[src/rtl/pc_pkg.sv]
// Shared types and constants for the fetch-side program counter stage.
package pc_pkg;

  typedef enum logic {
    RUN  = 1'b0,
    HALT = 1'b1
  } state_e;

  localparam logic [31:0] DEFAULT_RESET_VECTOR = 32'hBFC0_0000;
  localparam logic [31:0] INSTR_BYTES          = 32'd4;

endpackage

[src/rtl/pc_unit_sat_counter.sv]
// Saturating up-counter: increments on inc, sticks at all-ones.
module sat_counter #(
  parameter int W = 32
) (
  input  logic         clk,
  input  logic         rst_n,
  input  logic         inc,
  output logic [W-1:0] q
);

  logic [W-1:0] q_q;
  logic [W-1:0] q_d;

  always_comb begin
    q_d = q_q;
    if (inc && (q_q != {W{1'b1}})) begin
      q_d = q_q + {{(W-1){1'b0}}, 1'b1};
    end
  end

  always_ff @(posedge clk or negedge rst_n) begin
    if (!rst_n) begin
      q_q <= '0;
    end else begin
      q_q <= q_d;
    end
  end

  assign q = q_q;

endmodule

[src/rtl/pc_unit.sv]
// Program counter stage: sequential/branch next-PC, branch-to-self halt,
// sticky misalignment flag and saturating performance counters.
module pc_unit
  import pc_pkg::*;
#(
  parameter logic [31:0] RESET_VECTOR = DEFAULT_RESET_VECTOR,
  parameter int          CNT_W        = 32
) (
  input  logic             clk,
  input  logic             rst_n,
  input  logic             en,
  input  logic             PCsrc,
  input  logic [31:0]      ImmOp,
  input  logic             resume,
  output logic [31:0]      PC,
  output logic             halted,
  output logic             misaligned,
  output logic [CNT_W-1:0] cycle_cnt,
  output logic [CNT_W-1:0] retired_cnt
);

  state_e      state_q, state_d;
  logic [31:0] pc_q, pc_d;
  logic        misaligned_q, misaligned_d;
  logic        cyc_inc, ret_inc;
  logic [31:0] target, seq;

  assign target = pc_q + ImmOp;
  assign seq    = pc_q + INSTR_BYTES;

  always_comb begin
    state_d      = state_q;
    pc_d         = pc_q;
    misaligned_d = misaligned_q;
    cyc_inc      = 1'b0;
    ret_inc      = 1'b0;
    case (state_q)
      RUN: begin
        cyc_inc = 1'b1;
        if (!en) begin
          pc_d = pc_q;
        end else if (!PCsrc) begin
          pc_d    = seq;
          ret_inc = 1'b1;
        end else if (target[1:0] != 2'b00) begin
          // Faulting branch is not committed; the core parks for inspection.
          misaligned_d = 1'b1;
          state_d      = HALT;
        end else if (ImmOp == 32'd0) begin
          ret_inc = 1'b1;
          state_d = HALT;
        end else begin
          pc_d    = target;
          ret_inc = 1'b1;
        end
      end
      HALT: begin
        if (resume) begin
          pc_d    = seq;
          state_d = RUN;
        end
      end
      default: state_d = RUN;
    endcase
  end

  always_ff @(posedge clk or negedge rst_n) begin
    if (!rst_n) begin
      state_q      <= RUN;
      pc_q         <= RESET_VECTOR;
      misaligned_q <= 1'b0;
    end else begin
      state_q      <= state_d;
      pc_q         <= pc_d;
      misaligned_q <= misaligned_d;
    end
  end

  sat_counter #(.W(CNT_W)) u_cycle_cnt (
    .clk   (clk),
    .rst_n (rst_n),
    .inc   (cyc_inc),
    .q     (cycle_cnt)
  );

  sat_counter #(.W(CNT_W)) u_retired_cnt (
    .clk   (clk),
    .rst_n (rst_n),
    .inc   (ret_inc),
    .q     (retired_cnt)
  );

  assign PC         = pc_q;
  assign halted     = (state_q == HALT);
  assign misaligned = misaligned_q;

endmodule
[config.mk]
export PLATFORM = sky130hd
export DESIGN_NAME = pc_unit
export DESIGN_NICKNAME = d
export VERILOG_FILES = /design/src/rtl/pc_pkg.sv /design/src/rtl/pc_unit_sat_counter.sv /design/src/rtl/pc_unit.sv
export SDC_FILE = /design/constraint.sdc
export NUM_CORES = 1
export LEC_CHECK = 0
export CORE_UTILIZATION = 45
export CTS_CLUSTER_SIZE = 20
export DETAILED_ROUTE_END_ITERATION = 10
export MAX_ROUTING_LAYER = met4
export PLACE_DENSITY = 0.71
export SLEW_MARGIN = 30
export SYNTH_ARGS = -nofsm -noshare
export SYNTH_HDL_FRONTEND = slang
export SYNTH_SLANG_ARGS = --single-unit
[constraint.sdc]
create_clock -name clk -period 5 [get_ports clk]
set_input_delay 1 -clock clk [delete_from_list [all_inputs] [get_ports clk]]
set_output_delay 1 -clock clk [all_outputs]
set_load 0.1 [all_outputs]
==> run metrics, run 1 <==
max cap viols=0; total negative slack=0 ps; routed wire length per instance=~17 um; status=complete, no violations; final setup skew=10.0 ps; Post-CTS Setup Bufs=0; Yosys cell types=75; final hold violations=0; post-route clock period utilization=0.780; Cell Count, Final, Fillers Out=1,051; CTS tree=done; Core Box Area=0.0141 mm2; WS Path Type=input pin to flip-flop; I/O Pins=135; Worst setup EP type=flip-flop; Synth Register Bits=98; antenna violations before repair=0; Hold WC Path Type=flip-flop to flip-flop; Die ar.=about 0.015 mm2; cell count after synthesis=~740; cts repair resizes=0; Worst setup SP type=input pin; synth warn=0; Tot GR Track Use=0.248; clock slew at reported path FFs=roughly 70 ps; Initial Utilization=0.468; H-Tree Depth=3; hold_buf cts=0; syn nets=813; fmax=about 260 MHz; dominant synthesized flop cell=dfrtp_1; pwr dens=roughly 630 mW/mm2; worst vdd ir=~0.45 mV; DRT iter0 DRCs=326; dpl hpwl=between 10,000 and 15,000 um; top cells by area, synth=dfrtp_1 (34%), xnor2_1 (7.4%), ha_1 (6.5%), a21oi_1 (5.5%), nand2_1 (4.2%); Mapped Avg Cell Area=8.90 um2; vias in the first global route=between 5,000 and 6,000; PortBufs=134; area grow syn2layout=27.2%; share of the synthesized area in the top cell type=0.338; largest net degree at the start of global routing=between 70 and 80; clock buffer depth=2; Worst R2R Setup Slack=1840 ps; Die Wd=123 um; commonest non-fill, non-tap cell in the layout=clkdlybuf4s50_1; clock sinks=a little under 100; Synth async-reset ratio=1.00; layout cells sized above 1=0.0689; Initial DRT Pass Iterations=5; mapped cell area=0.00659 mm2; GPL Wtd Cong=0.901; area leader, netlist=dfrtp_1; Leakage=0.00348 uW; Post-synth EDFFs=0; Crit Path Max Fanout=9; die height=~120 um; gr ovfl total=0; # diodes=0; via count=6,045; clock latency on the worst-skew pair=350 ps; unrepaired setup endpoints after global routing=no; drt total wl=17,700 um; fin nets=~940; Seq/Total Area, Yosys=0.374; Num CTS Buffers=9; vias per cell=5.75; Rows=43; slew margin rel.=0.312; most frequent cells in the layout=clkdlybuf4s50_1 (133), dfrtp_1 (89), nand2_1 (73), a21oi_1 (73), nor2_1 (58); CTS Root Cell=clkbuf_16; Tot Pwr=around 5300 uW; CP required=around 5200 ps; final setup vio count=0; layout filler cell count=1,229; Residual DRC=0; Max Slew Vio Count=0; antenna viol nets, final=0; Cells after DPL=between 1,000 and 1,500; final worst path period need=between 3000 and 4000 ps; first-pass GRT wire length=28,600 um; Worst EP arrival=a little over 4000 ps; Worst Tran Pin Value=1030 ps; final design utilization=0.595
-- sequential cells by signal, summed over array words and instances (netlist names) --
register,count
misaligned,1
u_retired_cnt.q,32
u_cycle_cnt.q,32
halted,1
PC,32
-- Yosys cell counts (3+ instances only) --
| cell | number |
|---|---|
| a211oi_1 | 8 |
| a21o_1 | 15 |
| a21oi_1 | 73 |
| a22oi_1 | 3 |
| a31oi_1 | 4 |
| and2_1 | 9 |
| and3_1 | 11 |
| and4_1 | 7 |
| buf_2 | 3 |
| buf_4 | 3 |
| clkbuf_1 | 18 |
| dfrtp_1 | 89 |
| dfstp_2 | 9 |
| ha_1 | 34 |
| inv_1 | 24 |
| mux2_2 | 3 |
| mux2i_1 | 4 |
| nand2_1 | 73 |
| nand2b_1 | 6 |
| nand3_1 | 34 |
| nand4_1 | 23 |
| nor2_1 | 58 |
| nor2b_1 | 6 |
| nor3_1 | 17 |
| nor4_1 | 10 |
| o211ai_1 | 3 |
| o21a_1 | 4 |
| o21ai_0 | 24 |
| o21ai_1 | 15 |
| o21bai_1 | 3 |
| o22ai_1 | 7 |
| xnor2_1 | 56 |
| xor2_1 | 31 |
-- final cells by class --
type	instances	area, um2	share of cell area
multi-input combinational	593	3930	0.469
sequential	98	2460	0.294
timing repair buffer	139	1380	0.164
inverter	25	93.8	0.0112
clock buffer	9	225	0.0268
clock inverter	7	71.3	0.00850
tap	180	225	0.0268
-- path summary, 6_finish.rpt --
path | from | to | cells past startpoint
worst max register to register | PC[0]$_DFFE_PN0P_ | u_retired_cnt.q[27]$_DFFE_PN0P_ | 11
min in group asynchronous | rst_n | u_cycle_cnt.q[7]$_DFFE_PN0P_ | 1
worst min register to register | misaligned$_DFFE_PN0P_ | misaligned$_DFFE_PN0P_ | 1
worst min-delay path | misaligned$_DFFE_PN0P_ | misaligned$_DFFE_PN0P_ | 1
max in group asynchronous | rst_n | PC[31]$_DFFE_PN1P_ | 2
worst max-delay path | ImmOp[0] | u_retired_cnt.q[27]$_DFFE_PN0P_ | 12
-- report_power, final --
part | leakage [uW] | switching, uW | total (uW) | internal [uW]
sequential | 0.00124 | 294 | 1290 | 992
combinational | 0.00210 | 2330 | 3330 | 999
clock | 0.000139 | 336 | 688 | 352
total | 0.00348 | 2960 | 5310 | 2340
-- metrics by stage --
stage	hold WS, ps	cell area, um2	worst slack, ps
finish	485	8390	1100
global route	517	8390	831
CTS	488	8390	1070
detailed placement	472	8090	775
global placement	461	8090	897
floorplan	704	6590	1470
-- cells by family after synthesis --
kind of cell / count (synthesis) / share of synthesized area
AND/OR/NAND/NOR: 274 / 0.214
AO/OA/AOI/OAI: 190 / 0.187
flip-flops: 98 / 0.374
XOR/XNOR: 87 / 0.116
buffers and inverters: 50 / 0.0307
adder cells (fa/ha/maj): 35 / 0.0676
multiplexers: 7 / 0.0112
-- critical path: stages --
cell and delay [ps]:
clkdlybuf4s50_1 500, ha_1 180, inv_1 60, fa_1 480, inv_1 40, o21ai_0 220, nand3_1 230, a31oi_1 410
nand4_2 320, nor3_1 380, nand4_1 160, xnor2_1 150
-- per-layer routing --
metal | global-route usage | up-vias | part of all wire
li1 | - | 2940 | -
met3 | 0.0327 | 32 | 0.043
met5 | - | - | 0
met2 | 0.407 | 185 | 0.49
met4 | 0.0919 | 0 | 0.024
met1 | 0.313 | 2888 | 0.44
No activity file was read; power rests on OpenSTA's default activity.
==> run 2, diff against run 1 <==
Clock period 5 ns to 3.69 ns, I/O delays scaled along.
==> run metrics, run 2 (same netlist as run 1, synthesis figures left out) <==
Num CTS Buffers=9; clock latency on the worst-skew pair=360 ps; dpl hpwl=13,600 um; final hold violations=0; DP Worst Slack=-52.2 ps; via count=6,186; Fin Hold WS=411 ps; hold_buf cts=0; CP most frequent cell=inv_1; CTS tree=done; most frequent cells in the layout=clkdlybuf4s50_1 (123), dfrtp_1 (89), nand2_1 (73), a21oi_1 (73), nor2_1 (58); final design utilization=0.602; Worst EP arrival=~3600 ps; fmax=296 MHz; layout cells sized above 1=0.0979; DRT iter0 DRCs=440; # diodes=0; antenna viol nets, final=0; GPL Wtd Cong=0.971; I/O Pins=approximately 140; status=complete, no violations; Tot GR Track Use=0.250; CP required=3940 ps; Worst setup SP type=input pin; final setup skew=8.11 ps; CTS Root Cell=clkbuf_16; vias per cell=slightly below 6; WP buf/inv=3; Top Metal Used=met4; commonest non-fill, non-tap cell in the layout=clkdlybuf4s50_1; DR WL met3=approximately 950 um; Core Box Area=0.0141 mm2; Rows=43; Worst setup EP type=flip-flop; first-pass GRT wire length=between 20,000 and 30,000 um; max cap viols=0; post-route clock period utilization=0.915; clock slew at reported path FFs=80 ps; WS Path Type=input pin to flip-flop; clock buffer depth=2; Slowest-stage cell, CP=clkdlybuf4s50_1; Die ar.=0.0151 mm2; crit-path cells=clkdlybuf4s50_1 -> ha_1 -> inv_1 -> fa_1 -> inv_1 -> o21ai_0 -> nand3_1 -> a31oi_1 -> nand4_2 -> nor3_1 -> nand4_1 -> xnor2_1; Initial Utilization=0.468; final setup vio count=0; die height=123 um; wl on met1=approximately 8000 um; largest net degree at the start of global routing=between 80 and 90; fin nets=956; drt total wl=18,100 um; metal2 WL=8580 um; Die Wd=123 um; PortBufs=134; Tot Pwr=7220 uW; clock sinks=98; H-Tree Depth=3; Residual DRC=0; gr ovfl total=0; Worst Tran Pin Value=a little over 1000 ps; slowest stage delay, CP=490 ps; antenna violations before repair=0; cell family with most CP delay=simple AND/OR/NAND/NOR gates; worst vdd ir=between 0.8 and 0.9 mV; Max Slew Vio Count=0; Post-CTS Setup Bufs=0; final worst path period need=3380 ps; Crit Path Max Fanout=5; cts repair resizes=0; unrepaired setup endpoints after global routing=no; min setup slack post-route=313 ps; vias in the first global route=5,920; Hold WC Path Type=input pin to async pin; pwr dens=851 mW/mm2; Initial DRT Pass Iterations=5; Leakage=0.00358 uW; area grow syn2layout=28.7%; slew margin rel.=0.306; routed wire length per instance=between 15 and 20 um
## run 2: cell count changes in the layout (fill, tap and decap cells not counted)
cell	change
buf_4	+28
clkbuf_1	+1
clkdlybuf4s50_1	-10
clkinv_2	+2
clkinv_8	-1
clkinvlp_4	-2
## run 2: where the power goes
part	total [uW]	switching, uW	internal [uW]	leakage [uW]
Combinational	4550	3170	1380	0.00219
Clock	926	456	469	0.000141
Sequential	1740	398	1340	0.00124
## run 2: per-layer routing
metal / track usage / vias up
met5: - / -
met3: 0.0286 / 37
met1: 0.313 / 2959
met4: 0.107 / 0
li1: - / 2977
met2: 0.408 / 213
## run 2: per-stage QoR
stage	instances	area [um2]	setup TNS [ps]
finish	1069	8480	0
global route	1069	8480	0
CTS	1069	8480	0
detailed placement	1053	8200	-90.2
global placement	1053	8200	0
floorplan	741	6590	0
## run 2: path summary, 6_finish.rpt
| kind | startpoint | cells after the start | slack [ps] | to |
|---|---|---|---|---|
| min | rst_n | 1 | 410 | u_cycle_cnt.q[7]$_DFFE_PN0P_ |
| max reg2reg | PC[0]$_DFFE_PN0P_ | 11 | 780 | u_retired_cnt.q[27]$_DFFE_PN0P_ |
| max in group asynchronous | rst_n | 2 | 2470 | u_retired_cnt.q[29]$_DFFE_PN0P_ |
| min in group clk | misaligned$_DFFE_PN0P_ | 1 | 490 | misaligned$_DFFE_PN0P_ |
| min reg2reg | misaligned$_DFFE_PN0P_ | 1 | 490 | misaligned$_DFFE_PN0P_ |
| max | ImmOp[0] | 12 | 310 | u_retired_cnt.q[27]$_DFFE_PN0P_ |
## run 2: layout make-up
class                   count  area [um2]
clock buffers              10         229
clock inverters             6        50.0
fillers                  1235        5610
inverters                  25        93.8
multi-input cells         593        3930
flip-flops and latches     98        2460
well taps                 180         225
repair buffers            157        1490
==> run 3, diff against run 2 <==
Settings changed: SETUP_SLACK_MARGIN set to 0.02.
==> results of run 3 <==
Same layout as run 2: the final DEF is identical, and so are final timing and power.
